<file path="config.mk">
export PLATFORM = sky130hd
export DESIGN_NAME = multicycle_ctrl
export DESIGN_NICKNAME = d
export VERILOG_FILES = /design/src/rtl/multicycle_ctrl.sv
export SDC_FILE = /design/constraint.sdc
export NUM_CORES = 1
export LEC_CHECK = 0
export CORE_MARGIN = 5
export CORE_UTILIZATION = 45
export CTS_BUF_LIST = sky130_fd_sc_hd__clkbuf_16
export DETAILED_ROUTE_END_ITERATION = 10
export DONT_BUFFER_PORTS = 1
export SLEW_MARGIN = 20
export SYNTH_ARGS = -nofsm -noshare
export SYNTH_HDL_FRONTEND = slang
export SYNTH_SLANG_ARGS = --single-unit
</file>
<file path="constraint.sdc">
create_clock -name clk_i -period 2.1 [get_ports clk_i]
set_input_delay 0.21 -clock clk_i [delete_from_list [all_inputs] [get_ports clk_i]]
set_output_delay 0.21 -clock clk_i [all_outputs]
set_load 0.005 [all_outputs]
</file>
<file path="src/rtl/multicycle_ctrl.sv">
// Multi-cycle MIPS control unit. Steps each instruction through FETCH, DECODE and a
// class-specific execute/memory/writeback sequence, driving datapath enables per state.
// Memory accesses wait on mem_ready_i with an optional timeout. Illegal opcodes and memory
// timeouts park the machine in a sticky error state. Retired instructions are counted.
//
// Ports:
//   clk_i, rst_i           clock (rising edge), asynchronous active-high reset
//   en_i                   run enable, sampled only in IDLE and in an instruction's last cycle
//   instr_op_i[5:0]        opcode from IR, consumed in DECODE
//   zero_i                 ALU zero flag, used by BRANCH
//   mem_ready_i            memory completes the current request
//   mem_req_o, mem_we_o    memory request / write strobe
//   i_or_d_o               memory address select (0 = PC, 1 = ALUOut)
//   ir_write_o, pc_write_o IR / PC load enables
//   pc_src_o[1:0]          PC source (00 ALU, 01 ALUOut, 10 jump target)
//   alu_src_a_o            ALU A select (0 = PC, 1 = rs)
//   alu_src_b_o[1:0]       ALU B select (00 rt, 01 const 4, 10 imm, 11 imm<<2)
//   alu_op_o[2:0]          ALU operation
//   reg_write_o, reg_dst_o, mem_to_reg_o  register file write controls
//   retire_o               pulses in an instruction's final cycle
//   err_o                  sticky error indication
//   state_o[3:0]           current state code (debug)
//   instr_cnt_o[CNT_W-1:0] retired-instruction count, wrapping
module multicycle_ctrl #(
  parameter int unsigned CNT_W       = 16,
  parameter int unsigned TO_W        = 4,
  parameter int unsigned MEM_TIMEOUT = 8
) (
  input  logic             clk_i,
  input  logic             rst_i,
  input  logic             en_i,
  input  logic [5:0]       instr_op_i,
  input  logic             zero_i,
  input  logic             mem_ready_i,
  output logic             mem_req_o,
  output logic             mem_we_o,
  output logic             i_or_d_o,
  output logic             ir_write_o,
  output logic             pc_write_o,
  output logic [1:0]       pc_src_o,
  output logic             alu_src_a_o,
  output logic [1:0]       alu_src_b_o,
  output logic [2:0]       alu_op_o,
  output logic             reg_write_o,
  output logic             reg_dst_o,
  output logic             mem_to_reg_o,
  output logic             retire_o,
  output logic             err_o,
  output logic [3:0]       state_o,
  output logic [CNT_W-1:0] instr_cnt_o
);

  typedef enum logic [3:0] {
    StIdle    = 4'd0,
    StFetch   = 4'd1,
    StDecode  = 4'd2,
    StExecR   = 4'd3,
    StWbR     = 4'd4,
    StExecI   = 4'd5,
    StWbI     = 4'd6,
    StMemAddr = 4'd7,
    StMemRd   = 4'd8,
    StMemWb   = 4'd9,
    StMemWr   = 4'd10,
    StBranch  = 4'd11,
    StJump    = 4'd12,
    StErr     = 4'd15
  } state_e;

  localparam logic [5:0] OpRtype = 6'h00;
  localparam logic [5:0] OpJ     = 6'h02;
  localparam logic [5:0] OpBeq   = 6'h04;
  localparam logic [5:0] OpBne   = 6'h05;
  localparam logic [5:0] OpAddi  = 6'h08;
  localparam logic [5:0] OpSlti  = 6'h0A;
  localparam logic [5:0] OpOri   = 6'h0D;
  localparam logic [5:0] OpLui   = 6'h0F;
  localparam logic [5:0] OpLw    = 6'h23;
  localparam logic [5:0] OpSw    = 6'h2B;

  // Last count value before a wait expires; unused when the timeout is disabled.
  localparam logic [TO_W-1:0] ToLimit = TO_W'(MEM_TIMEOUT - 1);

  state_e            state_q, state_d;
  logic [5:0]        op_q, op_d;
  logic [TO_W-1:0]   to_q, to_d;
  logic [CNT_W-1:0]  cnt_q, cnt_d;
  logic              timeout_hit;

  assign timeout_hit = (MEM_TIMEOUT != 0) && (to_q == ToLimit);
  assign state_o     = state_q;
  assign instr_cnt_o = cnt_q;

  always_ff @(posedge clk_i or posedge rst_i) begin
    if (rst_i) begin
      state_q <= StIdle;
      op_q    <= '0;
      to_q    <= '0;
      cnt_q   <= '0;
    end else begin
      state_q <= state_d;
      op_q    <= op_d;
      to_q    <= to_d;
      cnt_q   <= cnt_d;
    end
  end

  always_comb begin
    state_d      = state_q;
    op_d         = op_q;
    to_d         = '0;  // any state change or non-wait state clears the timeout count
    cnt_d        = cnt_q;
    mem_req_o    = 1'b0;
    mem_we_o     = 1'b0;
    i_or_d_o     = 1'b0;
    ir_write_o   = 1'b0;
    pc_write_o   = 1'b0;
    pc_src_o     = 2'b00;
    alu_src_a_o  = 1'b0;
    alu_src_b_o  = 2'b00;
    alu_op_o     = 3'b000;
    reg_write_o  = 1'b0;
    reg_dst_o    = 1'b0;
    mem_to_reg_o = 1'b0;
    retire_o     = 1'b0;
    err_o        = 1'b0;

    unique case (state_q)
      StIdle: begin
        if (en_i) state_d = StFetch;
      end
      StFetch: begin
        mem_req_o   = 1'b1;
        alu_src_b_o = 2'b01;
        if (mem_ready_i) begin
          ir_write_o = 1'b1;
          pc_write_o = 1'b1;
          state_d    = StDecode;
        end else if (timeout_hit) begin
          state_d = StErr;
        end else begin
          to_d = to_q + TO_W'(1);
        end
      end
      StDecode: begin
        alu_src_b_o = 2'b11;
        op_d        = instr_op_i;
        case (instr_op_i)
          OpRtype:                       state_d = StExecR;
          OpLw, OpSw:                    state_d = StMemAddr;
          OpBeq, OpBne:                  state_d = StBranch;
          OpJ:                           state_d = StJump;
          OpAddi, OpSlti, OpOri, OpLui:  state_d = StExecI;
          default:                       state_d = StErr;
        endcase
      end
      StExecR: begin
        alu_src_a_o = 1'b1;
        alu_op_o    = 3'b010;
        state_d     = StWbR;
      end
      StWbR: begin
        reg_write_o = 1'b1;
        reg_dst_o   = 1'b1;
        retire_o    = 1'b1;
      end
      StExecI: begin
        alu_src_a_o = 1'b1;
        alu_src_b_o = 2'b10;
        case (op_q)
          OpSlti:  alu_op_o = 3'b011;
          OpOri:   alu_op_o = 3'b100;
          OpLui:   alu_op_o = 3'b101;
          default: alu_op_o = 3'b000;
        endcase
        state_d = StWbI;
      end
      StWbI: begin
        reg_write_o = 1'b1;
        retire_o    = 1'b1;
      end
      StMemAddr: begin
        alu_src_a_o = 1'b1;
        alu_src_b_o = 2'b10;
        state_d     = (op_q == OpLw) ? StMemRd : StMemWr;
      end
      StMemRd: begin
        mem_req_o = 1'b1;
        i_or_d_o  = 1'b1;
        if (mem_ready_i) begin
          state_d = StMemWb;
        end else if (timeout_hit) begin
          state_d = StErr;
        end else begin
          to_d = to_q + TO_W'(1);
        end
      end
      StMemWb: begin
        reg_write_o  = 1'b1;
        mem_to_reg_o = 1'b1;
        retire_o     = 1'b1;
      end
      StMemWr: begin
        mem_req_o = 1'b1;
        mem_we_o  = 1'b1;
        i_or_d_o  = 1'b1;
        if (mem_ready_i) begin
          retire_o = 1'b1;
        end else if (timeout_hit) begin
          state_d = StErr;
        end else begin
          to_d = to_q + TO_W'(1);
        end
      end
      StBranch: begin
        alu_src_a_o = 1'b1;
        alu_op_o    = 3'b001;
        pc_src_o    = 2'b01;
        pc_write_o  = (op_q == OpBeq) ? zero_i : ~zero_i;
        retire_o    = 1'b1;
      end
      StJump: begin
        pc_src_o   = 2'b10;
        pc_write_o = 1'b1;
        retire_o   = 1'b1;
      end
      StErr: begin
        err_o = 1'b1;
      end
      default: begin
        state_d = StErr;
      end
    endcase

    // Final cycle of any instruction: count it and pick the next fetch or idle.
    if (retire_o) begin
      cnt_d   = cnt_q + CNT_W'(1);
      state_d = en_i ? StFetch : StIdle;
    end
  end

endmodule

</file>
==> results of run 1 <==
[Yosys cell counts (all sizes together), types with 4 or more instances]
cell	number
dfrtp	30
nand4	5
a31oi	4
o21ai	7
xnor2	13
nor3	5
and3	8
xor2	7
buf	7
nand3	8
nand2b	9
mux2	6
nand2	21
inv	5
a21oi	5
nor2	20
[power by group]
part           internal, mW  switching [mW]  total [mW]
logic                 0.596           0.756        1.35
clock network         0.426           0.225       0.651
registers             0.749           0.262        1.01
[per-layer routing]
metal | share of wire [%] | wire, um | vias to the layer above
met4 | 0.50 | 22 | 0
met3 | 9.2 | 407 | 2
met1 | 39 | 1727 | 721
li1 | - | - | 700
met2 | 51 | 2251 | 51
met5 | 0 | 0 | -
[cells by family (layout without fill, tap and decap cells)]
| kind of cell | after synthesis | count (layout) | synth area share (%) |
|---|---|---|---|
| AO/OA/AOI/OAI | 33 | 33 | 12.86 |
| XOR/XNOR | 20 | 20 | 9.472 |
| adder cells (fa/ha/maj) | 2 | 2 | 1.353 |
| buffers and inverters | 15 | 22 | 4.059 |
| flip-flops | 30 | 30 | 40.60 |
| multiplexers | 7 | 7 | 4.195 |
| AND/OR/NAND/NOR | 91 | 91 | 27.47 |
[worst max-delay path, stage by stage, from the launching register on]
cell and delay (ns):
dfrtp_1 0.37, buf_4 0.18, and2b_1 0.18, nand2_1 0.15, nor4_4 0.19, nand2_1 0.13
o32ai_2 0.24
[repair_timing]
action,in CTS,in global routing
setup endpoints to repair,0,1
resized for setup,0,3
hold buffers,1,0
endpoints found under the hold margin,5,0
buffers inserted,0,0
[worst paths after layout]
path,startpoint,endpoint,slack (ns)
setup reg to reg,state_o[2],instr_cnt_o[12],0.36
min in group asynchronous,rst_i,to_q[1],0.29
max in group asynchronous,rst_i,op_q[5],1.23
setup / recovery,state_o[0],alu_op_o[1],0.20
hold reg to reg,instr_cnt_o[15],instr_cnt_o[15],0.49
hold / removal,instr_op_i[2],op_q[2],0.1
[cell usage in the layout, fill, tap and decap left out, drive strengths merged, types with 4 or more instances in the layout]
cell type	netlist	layout
buf	7	8
mux2	6	6
nor3	5	5
dfrtp	30	30
a31oi	4	4
clkbuf	3	5
nand3	8	8
o21ai	7	7
a21oi	5	5
and3	8	8
nand2b	9	9
nor2	20	20
nand4	5	5
inv	5	6
xnor2	13	13
nand2	21	21
xor2	7	7
[metrics by stage]
step	hold slack (ns)	area, um^2	util [%]	total power [mW]
floorplan	0.3008	1849	-	2.014
global placement	0.009395	1916	47.89	2.312
detailed placement	0.02228	1916	47.89	2.345
CTS	0.09020	2063	51.58	3.020
global route	0.08043	2079	51.99	3.247
finish	0.09512	2079	51.99	3.014
[state kept, by name (all words and copies together) (netlist names)]
signal       flops
op_q             6
to_q             4
state_o          4
instr_cnt_o     16
[cell type report]
cell class | instances | share of cell area, %
multi-input cells | 153 | 50.00
flip-flops and latches | 30 | 36.10
clock buffers | 5 | 6.017
repair buffers | 9 | 3.369
well taps | 50 | 3.008
inverters | 5 | 0.9025
clock inverters | 3 | 0.6017
==> metrics, run 1 <==
pre-CTS setup slack roughly 0.34 ns; highest clock rate approximately 530 MHz; R2R cell count 5; met3 Use GR under 10%; drt total wl approximately 4400 um; Clk Latency, worst-skew pair 0.27 ns; initial antenna violation count 0; Most used DFF post-synth dfrtp_1; Synth cell types 49; warnings from Yosys 0; Post-Layout Cell Count about 260; pin count of the biggest net entering global routing 26; cell count after synthesis between 150 and 200; final hold vios 0; number of flops mapped to enable cells by yosys 0; global-route wire length before repair about 7400 um; top-area cell type share of the netlist area about 40%; via count approximately 1500; area of the multi-input gates 1040 um^2; syn nets ~210; DIE HEIGHT 74.11 um; gpl congestion around 0.86; Routed Antenna Nets 0; number of core rows 23; async set or reset register ratio after synthesis 100.0%; core area 4000 um^2; initial cell density of the core around 46%; buffer levels on the longest clock path 2; Pins Over Slew Limit 0; crit path max fanout 9; hold crit path type in -> reg; clock sinks 30; Pre-Repair DR Iteration Count 4; Startpoint Class flip-flop; RSZ-0062 raised after global routing no; total gr overflow 0; TritonCTS buffer count 5; Reg area roughly 750 um^2; leakage power between 0.9 and 1 nW; DP Cell Count about 250; critical path type reg -> out; PwrDens roughly 1400 nW/um^2; Yosys reg bits 30; number of fill cells in the layout ~380; final worst setup slack around 0.2 ns; H-tree depth 2; clk slew on worst S/H paths about 0.05 ns; part of the cycle the worst path needs 90.60%; endpoints failing setup 0; clk_skew 0.005785 ns; status finished clean; crit end category output pin; post-route minimum period 1.903 ns; sequential-to-total area share from yosys stat about two fifths; CTS tree yes; met1 usage slightly above 20%; Die W roughly 74 um; top cells by area, synth dfrtp_1 (41%), xnor2_1 (6.2%), nand2_1 (4.3%); Avg WL per Cell between 15 and 20 um; vias in the first global route ~1500; share of post-route cells with drive strength above 1 14.63%; CP required 1.89 ns; total negative slack 0 ns; gr usage total between 10% and 20%; cell depth of the worst hold path 1; area leader, netlist dfrtp_1; via/cell ratio ~5.8; PortBufs 0; syn avg cell area ~9.3 um^2; nets roughly 220; maximum VDD drop about 0.72 mV; DRC 0; Rel. slew slack 71.26%; Top Usage Layer GRT met2; initial DRC count 73; Max Cap Viol 0; Die ar. 5492 um^2; met2 GRT Util roughly 29%; # diodes 0; Detail Placement HPWL 3466 um; Boundary Pins 49; actual slew at the worst max-slew pin ~0.43 ns; CTS root buffer clkbuf_16; Layout area overhead 12.45%; CP arrival approximately 1.7 ns; Mapped Area ~1800 um^2
No activity file was read; power rests on OpenSTA's default activity.
==> run 2, diff against run 1 <==
--- a/config.mk
+++ b/config.mk
@@ -10,6 +10,7 @@
 export CTS_BUF_LIST = sky130_fd_sc_hd__clkbuf_16
 export DETAILED_ROUTE_END_ITERATION = 10
 export DONT_BUFFER_PORTS = 1
+export REMOVE_ABC_BUFFERS = 1
 export SLEW_MARGIN = 20
 export SYNTH_ARGS = -nofsm -noshare
 export SYNTH_HDL_FRONTEND = slang
==> metrics, run 2 (synthesis results as in run 1) <==
commonest non-fill, non-tap cell in the layout dfrtp_1; initial antenna violation count 0 (unchanged); actual slew at the worst max-slew pin 0.4802 ns (+0.05361 ns); Boundary Pins 49 (unchanged); buffer levels on the longest clock path 2 (unchanged); endpoints failing setup 0 (unchanged); number of flip-flops under the largest register name 16 (unchanged); initial cell density of the core 46.23% (unchanged); global-route wire length before repair 6865 um (-7.4%); Max Cap Viol 0 (unchanged); crit path max fanout 7 (-2); DRC 0 (unchanged); pre-CTS setup slack 0.3348 ns (-0.001906 ns); part of the cycle the worst path needs 92.32% (+1.7 points); Reg area 750.7 um^2 (unchanged); leakage power 0.8918 nW (-2.8%); via count 1451 (-1.6%); Hold Path Origin instr_op_i[5]; clk_skew 0.006025 ns (+0.0002400 ns); DIE HEIGHT 74.11 um (unchanged); Startpoint Class flip-flop; initial DRC count 77 (+5.5%); Worst R2R Start state_o[1]; CP arrival 1.73 ns (+0.04 ns); CP required 1.89 ns (about the same); clk slew on worst S/H paths 0.04 ns (about the same); H-tree depth 2 (unchanged); highest clock rate 515.8 MHz (-1.9%); critical path type reg -> out; slowest stage delay, CP 0.43 ns (+0.06 ns); pin count of the biggest net entering global routing 31 (+19%); clock sinks 30 (unchanged); Avg WL per Cell 16.98 um (-1.8%); drt total wl 4245 um (-3.7%); post-route minimum period 1.939 ns (+0.03605 ns); flop-to-flop setup slack 0.32 ns (-0.04 ns); nets 214 (-1.4%); CP Cell Sequence and2b_1, nand2_1, nor4_2, nand2_1, o32ai_2; hold endpoint op_q[5]; core area 4000 um^2 (unchanged); Die ar. 5492 um^2 (unchanged); gr usage total 15.84% (-1.8 points); Routed Antenna Nets 0 (unchanged); total negative slack 0 ns (unchanged); TritonCTS buffer count 5 (unchanged); Die W 74.11 um (unchanged); crit end category output pin; Pre-Repair DR Iteration Count 4 (unchanged); via/cell ratio 5.804 (+0.41%); number of core rows 23 (unchanged); gpl congestion 0.8217 (-4.6%); # diodes 0 (unchanged); final worst setup slack 0.1613 ns (-0.03605 ns); Rel. slew slack 67.99% (-3.3 points); PortBufs 0 (unchanged); area of the multi-input gates 1031 um^2 (-0.84%); final hold vios 0 (unchanged); cell depth of the worst hold path 1 (unchanged); CTS root buffer clkbuf_16; vias in the first global route 1404 (-9.0%); RSZ-0062 raised after global routing no; Clk Latency, worst-skew pair 0.26 ns (about the same); Layout area overhead 10.28%; endpoint of the worst-slack reg-to-reg timing path instr_cnt_o[12]; highest-count cells in the layout ignoring fill and taps dfrtp_1 (30), nand2_1 (21), nor2_1 (20), xnor2_1 (13); Detail Placement HPWL 3170 um (-8.6%); status finished clean; CP max stage cell dfrtp_1; Pins Over Slew Limit 0 (unchanged); CTS tree yes; number of fill cells in the layout 369 (-1.9%); share of post-route cells with drive strength above 1 12.50% (-2.1 points); most frequent CP cell nand2_1; hold crit path type in -> reg; total gr overflow 0 (unchanged); R2R cell count 5 (unchanged); PwrDens 1424 nW/um^2 (-1.7%); maximum VDD drop 0.6858 mV (-5.1%)
run 2: cell count changes in the layout (fill, tap and decap cells not counted):
cell / change
inv_2: -1
buf_4: -3
nor4_4: -1
nor4_2: +1
clkinv_2: -1
run 2: report_power, final:
| group | internal (mW) | total [mW] | switching (mW) |
|---|---|---|---|
| Sequential | 0.749 | 1.03 | 0.284 |
| Clock | 0.418 | 0.621 | 0.204 |
| Combinational | 0.557 | 1.25 | 0.694 |
| Total | 1.72 | 2.90 | 1.18 |
run 2: layer usage:
metal / wire length [um] / global-route usage (%)
met1: 1883 / 21.62
met2: 2139 / 24.80
met3: 194 / 5.135
met4: 27 / 3.219
met5: 0 / 0
run 2: how the worst max path moves through the flow:
stage | from | depth (start not counted) | slack [ns] | to
6_report | state_o[3] | 5 | 0.16 | alu_op_o[1]
5_1_grt | state_o[3] | 5 | 0.02 | alu_op_o[1]
4_1_cts | state_o[3] | 5 | 0.09 | alu_op_o[1]
3_5_place_dp | state_o[1] | 5 | 0.33 | instr_cnt_o[12]
3_3_place_gp | state_o[1] | 5 | 0.38 | instr_cnt_o[10]
2_1_floorplan | state_o[3] | 5 | 0.34 | alu_op_o[1]
run 2: layout make-up:
class / count / share of cell area (%)
well taps: 50 / 3.067
repair buffers: 6 / 2.331
multi-input cells: 153 / 50.55
clock buffers: 5 / 6.135
clock inverters: 1 / 0.1840
inverters: 5 / 0.9202
flip-flops and latches: 30 / 36.81
run 2: repair_timing:
action,in CTS,in global routing
endpoints found under the setup margin,0,1
hold buffers,1,0
hold endpoints to repair,30,0
setup buffers,0,0
resized for setup,0,1
run 2: stage by stage:
stage          util [%]  total power [mW]  std cells  hold WS (ns)  cell area, um^2
2_1_floorplan         -             1.928        188        0.3008             1793
5_1_grt           50.99             3.112        250       0.09171             2039
4_1_cts           50.80             2.910        250       0.09404             2032
3_5_place_dp      47.33             2.269        243        0.2060             1893
3_3_place_gp      47.33             2.243        243        0.1998             1893
6_report          50.99             2.904        250        0.1010             2039
run 2: critical path: cells and delay by family (launching register included):
kind / cells / cell delay, ns
flip-flops: 1 / 0.43
AND/OR/NAND/NOR: 4 / 0.77
AO/OA/AOI/OAI: 1 / 0.27
==> run 3, diff against run 2 <==
--- a/config.mk
+++ b/config.mk
@@ -6,7 +6,7 @@
 export NUM_CORES = 1
 export LEC_CHECK = 0
 export CORE_MARGIN = 5
-export CORE_UTILIZATION = 45
+export CORE_UTILIZATION = 25
 export CTS_BUF_LIST = sky130_fd_sc_hd__clkbuf_16
 export DETAILED_ROUTE_END_ITERATION = 10
 export DONT_BUFFER_PORTS = 1
==> metrics, run 3 (synthesis results as in run 1) <==
nets 215 (+0.47%); sw frac 41.32% (+0.66 points); status finished clean; leakage power 0.8991 nW (+0.82%); total negative slack 0 ns (unchanged); Routed Antenna Nets 0 (unchanged); # diodes 0 (unchanged); RSZ-0062 raised after global routing no; actual slew at the worst max-slew pin 0.4678 ns (-0.01242 ns); Die W 96.01 um (+30%); Clk Latency, worst-skew pair 0.27 ns (about the same); Rel. slew slack 68.49% (+0.50 points); H-tree depth 2 (unchanged); global-route wire length before repair 7258 um (+5.7%); Int Power 1.744 mW (+1.2%); Die ar. 9217 um^2 (+68%); clk_skew 0.004076 ns (-0.001949 ns); final worst setup slack 0.09623 ns (-0.06509 ns); PortBufs 0 (unchanged); DRC 0 (unchanged); hold crit path type in -> reg; met1 usage 12.52% (-9.1 points); number of fill cells in the layout 806 (+120%); clock sinks 30 (unchanged); clock network power share 22.6% (+1.2 points); met3 Use GR 3.753% (-1.4 points); Psw 1.228 mW (+4.0%); CP required 1.89 ns (about the same); crit path max fanout 10 (+3); maximum VDD drop 0.3087 mV (-55%); via/cell ratio 4.798 (-17%); most frequent CP cell nand2_1; Detail Placement HPWL 3343 um (+5.5%); sequential share of power 34.2% (-1.4 points); vias in the first global route 1419 (+1.1%); TritonCTS buffer count 5 (unchanged); Min Hold Slack 0.09340 ns (-0.007612 ns); number of core rows 31 (+35%); CP arrival 1.79 ns (+0.06 ns); Pre-Repair DR Iteration Count 4 (unchanged); CP max stage cell dfrtp_1; Boundary Pins 49 (unchanged); PwrDens 1407 nW/um^2 (-1.2%); Avg WL per Cell 14.61 um (-14%); Layout area overhead 14.28%; drt total wl 4413 um (+4.0%); core area 7214 um^2 (+80%); via count 1449 (-0.14%); Gate power share 43.2% (+0.2 points); CP Cell Sequence inv_1, nand2_1, nor4_2, nand2_1, o32ai_1; initial antenna violation count 0 (unchanged); Pins Over Slew Limit 0 (unchanged); critical path type reg -> out; initial cell density of the core 25.63% (-21 points); clk slew on worst S/H paths 0.05 ns (about the same); CTS root buffer clkbuf_16; gr usage total 10.06% (-5.8 points); highest clock rate 499.1 MHz (-3.2%); Top Usage Layer GRT met2; Startpoint Class flip-flop; met2 GRT Util 16.27% (-8.5 points); DIE HEIGHT 96.01 um (+30%); final hold vios 0 (unchanged); number of flip-flops under the largest register name 16 (unchanged); highest-count cells in the layout ignoring fill and taps dfrtp_1 (30), nand2_1 (21), nor2_1 (20), xnor2_1 (13); initial DRC count 79 (+2.6%); part of the cycle the worst path needs 95.42% (+3.1 points); total gr overflow 0 (unchanged); post-CTS sizing 0 (unchanged); gpl congestion 0.7692 (-6.4%); endpoints failing setup 0 (unchanged); CTS tree yes; slowest stage delay, CP 0.52 ns (+0.09 ns); crit end category output pin; buffer levels on the longest clock path 2 (unchanged); pin count of the biggest net entering global routing 31 (unchanged); commonest non-fill, non-tap cell in the layout dfrtp_1; pre-CTS setup slack 0.3466 ns (+0.01178 ns); Max Cap Viol 0 (unchanged); share of post-route cells with drive strength above 1 13.30% (+0.80 points); post-route minimum period 2.004 ns (+0.06509 ns)
-- run 3: cell type report --
| type | count | area, um^2 | share of cell area, % |
|---|---|---|---|
| clock inverters | 3 | 16.27 | 0.7697 |
| inverters | 5 | 18.77 | 0.8881 |
| repair buffers | 7 | 55.05 | 2.605 |
| multi-input cells | 153 | 1023 | 48.43 |
| flip-flops and latches | 30 | 750.7 | 35.52 |
| clock buffers | 5 | 125.1 | 5.921 |
| well taps | 99 | 123.9 | 5.861 |
-- run 3: metal layers --
metal,vias to the layer above,wire [um]
met3,2,281
met4,0,19
li1,702,-
met1,706,1874
met2,39,2238
met5,-,0
-- run 3: repair_timing --
| action | in CTS | in global routing |
|---|---|---|
| hold buffers | 1 | 0 |
| setup buffers | 0 | 0 |
| endpoints found under the hold margin | 30 | 0 |
-- run 3: power by group through the flow --
stage               logic (mW)  clock network (mW)  registers, mW
floorplan                0.882                   0           1.05
global placement          1.27                   0           1.02
detailed placement        1.29                   0           1.03
CTS                       1.30               0.694           1.02
global route              1.42               0.721           1.05
finish                    1.28               0.671           1.02
-- run 3: worst paths after layout --
check	from	endpoint	slack [ns]	depth (start not counted)
max	state_o[1]	alu_op_o[1]	0.1	5
min	instr_op_i[4]	op_q[4]	0.09	2
max reg2reg	state_o[1]	instr_cnt_o[10]	0.35	5
min reg2reg	to_q[0]	to_q[0]	0.49	1
max in group asynchronous	rst_i	state_o[3]	1.34	3
min in group asynchronous	rst_i	instr_cnt_o[5]	0.47	3
-- run 3: worst max-delay path, delay by kind of cell (launching register included) --
kind	cells	cell delay [ns]
flops	1	0.52
simple gates	3	0.42
compound gates	1	0.32
buf+inv	1	0.27
-- run 3: metrics by stage --
stage | power [mW] | std cells | utilization [%] | instance area (um^2)
floorplan | 1.928 | 188 | - | 1793
global placement | 2.285 | 293 | 27.19 | 1962
detailed placement | 2.323 | 293 | 27.19 | 1962
CTS | 3.011 | 302 | 29.29 | 2113
global route | 3.190 | 302 | 29.29 | 2113
finish | 2.973 | 302 | 29.29 | 2113
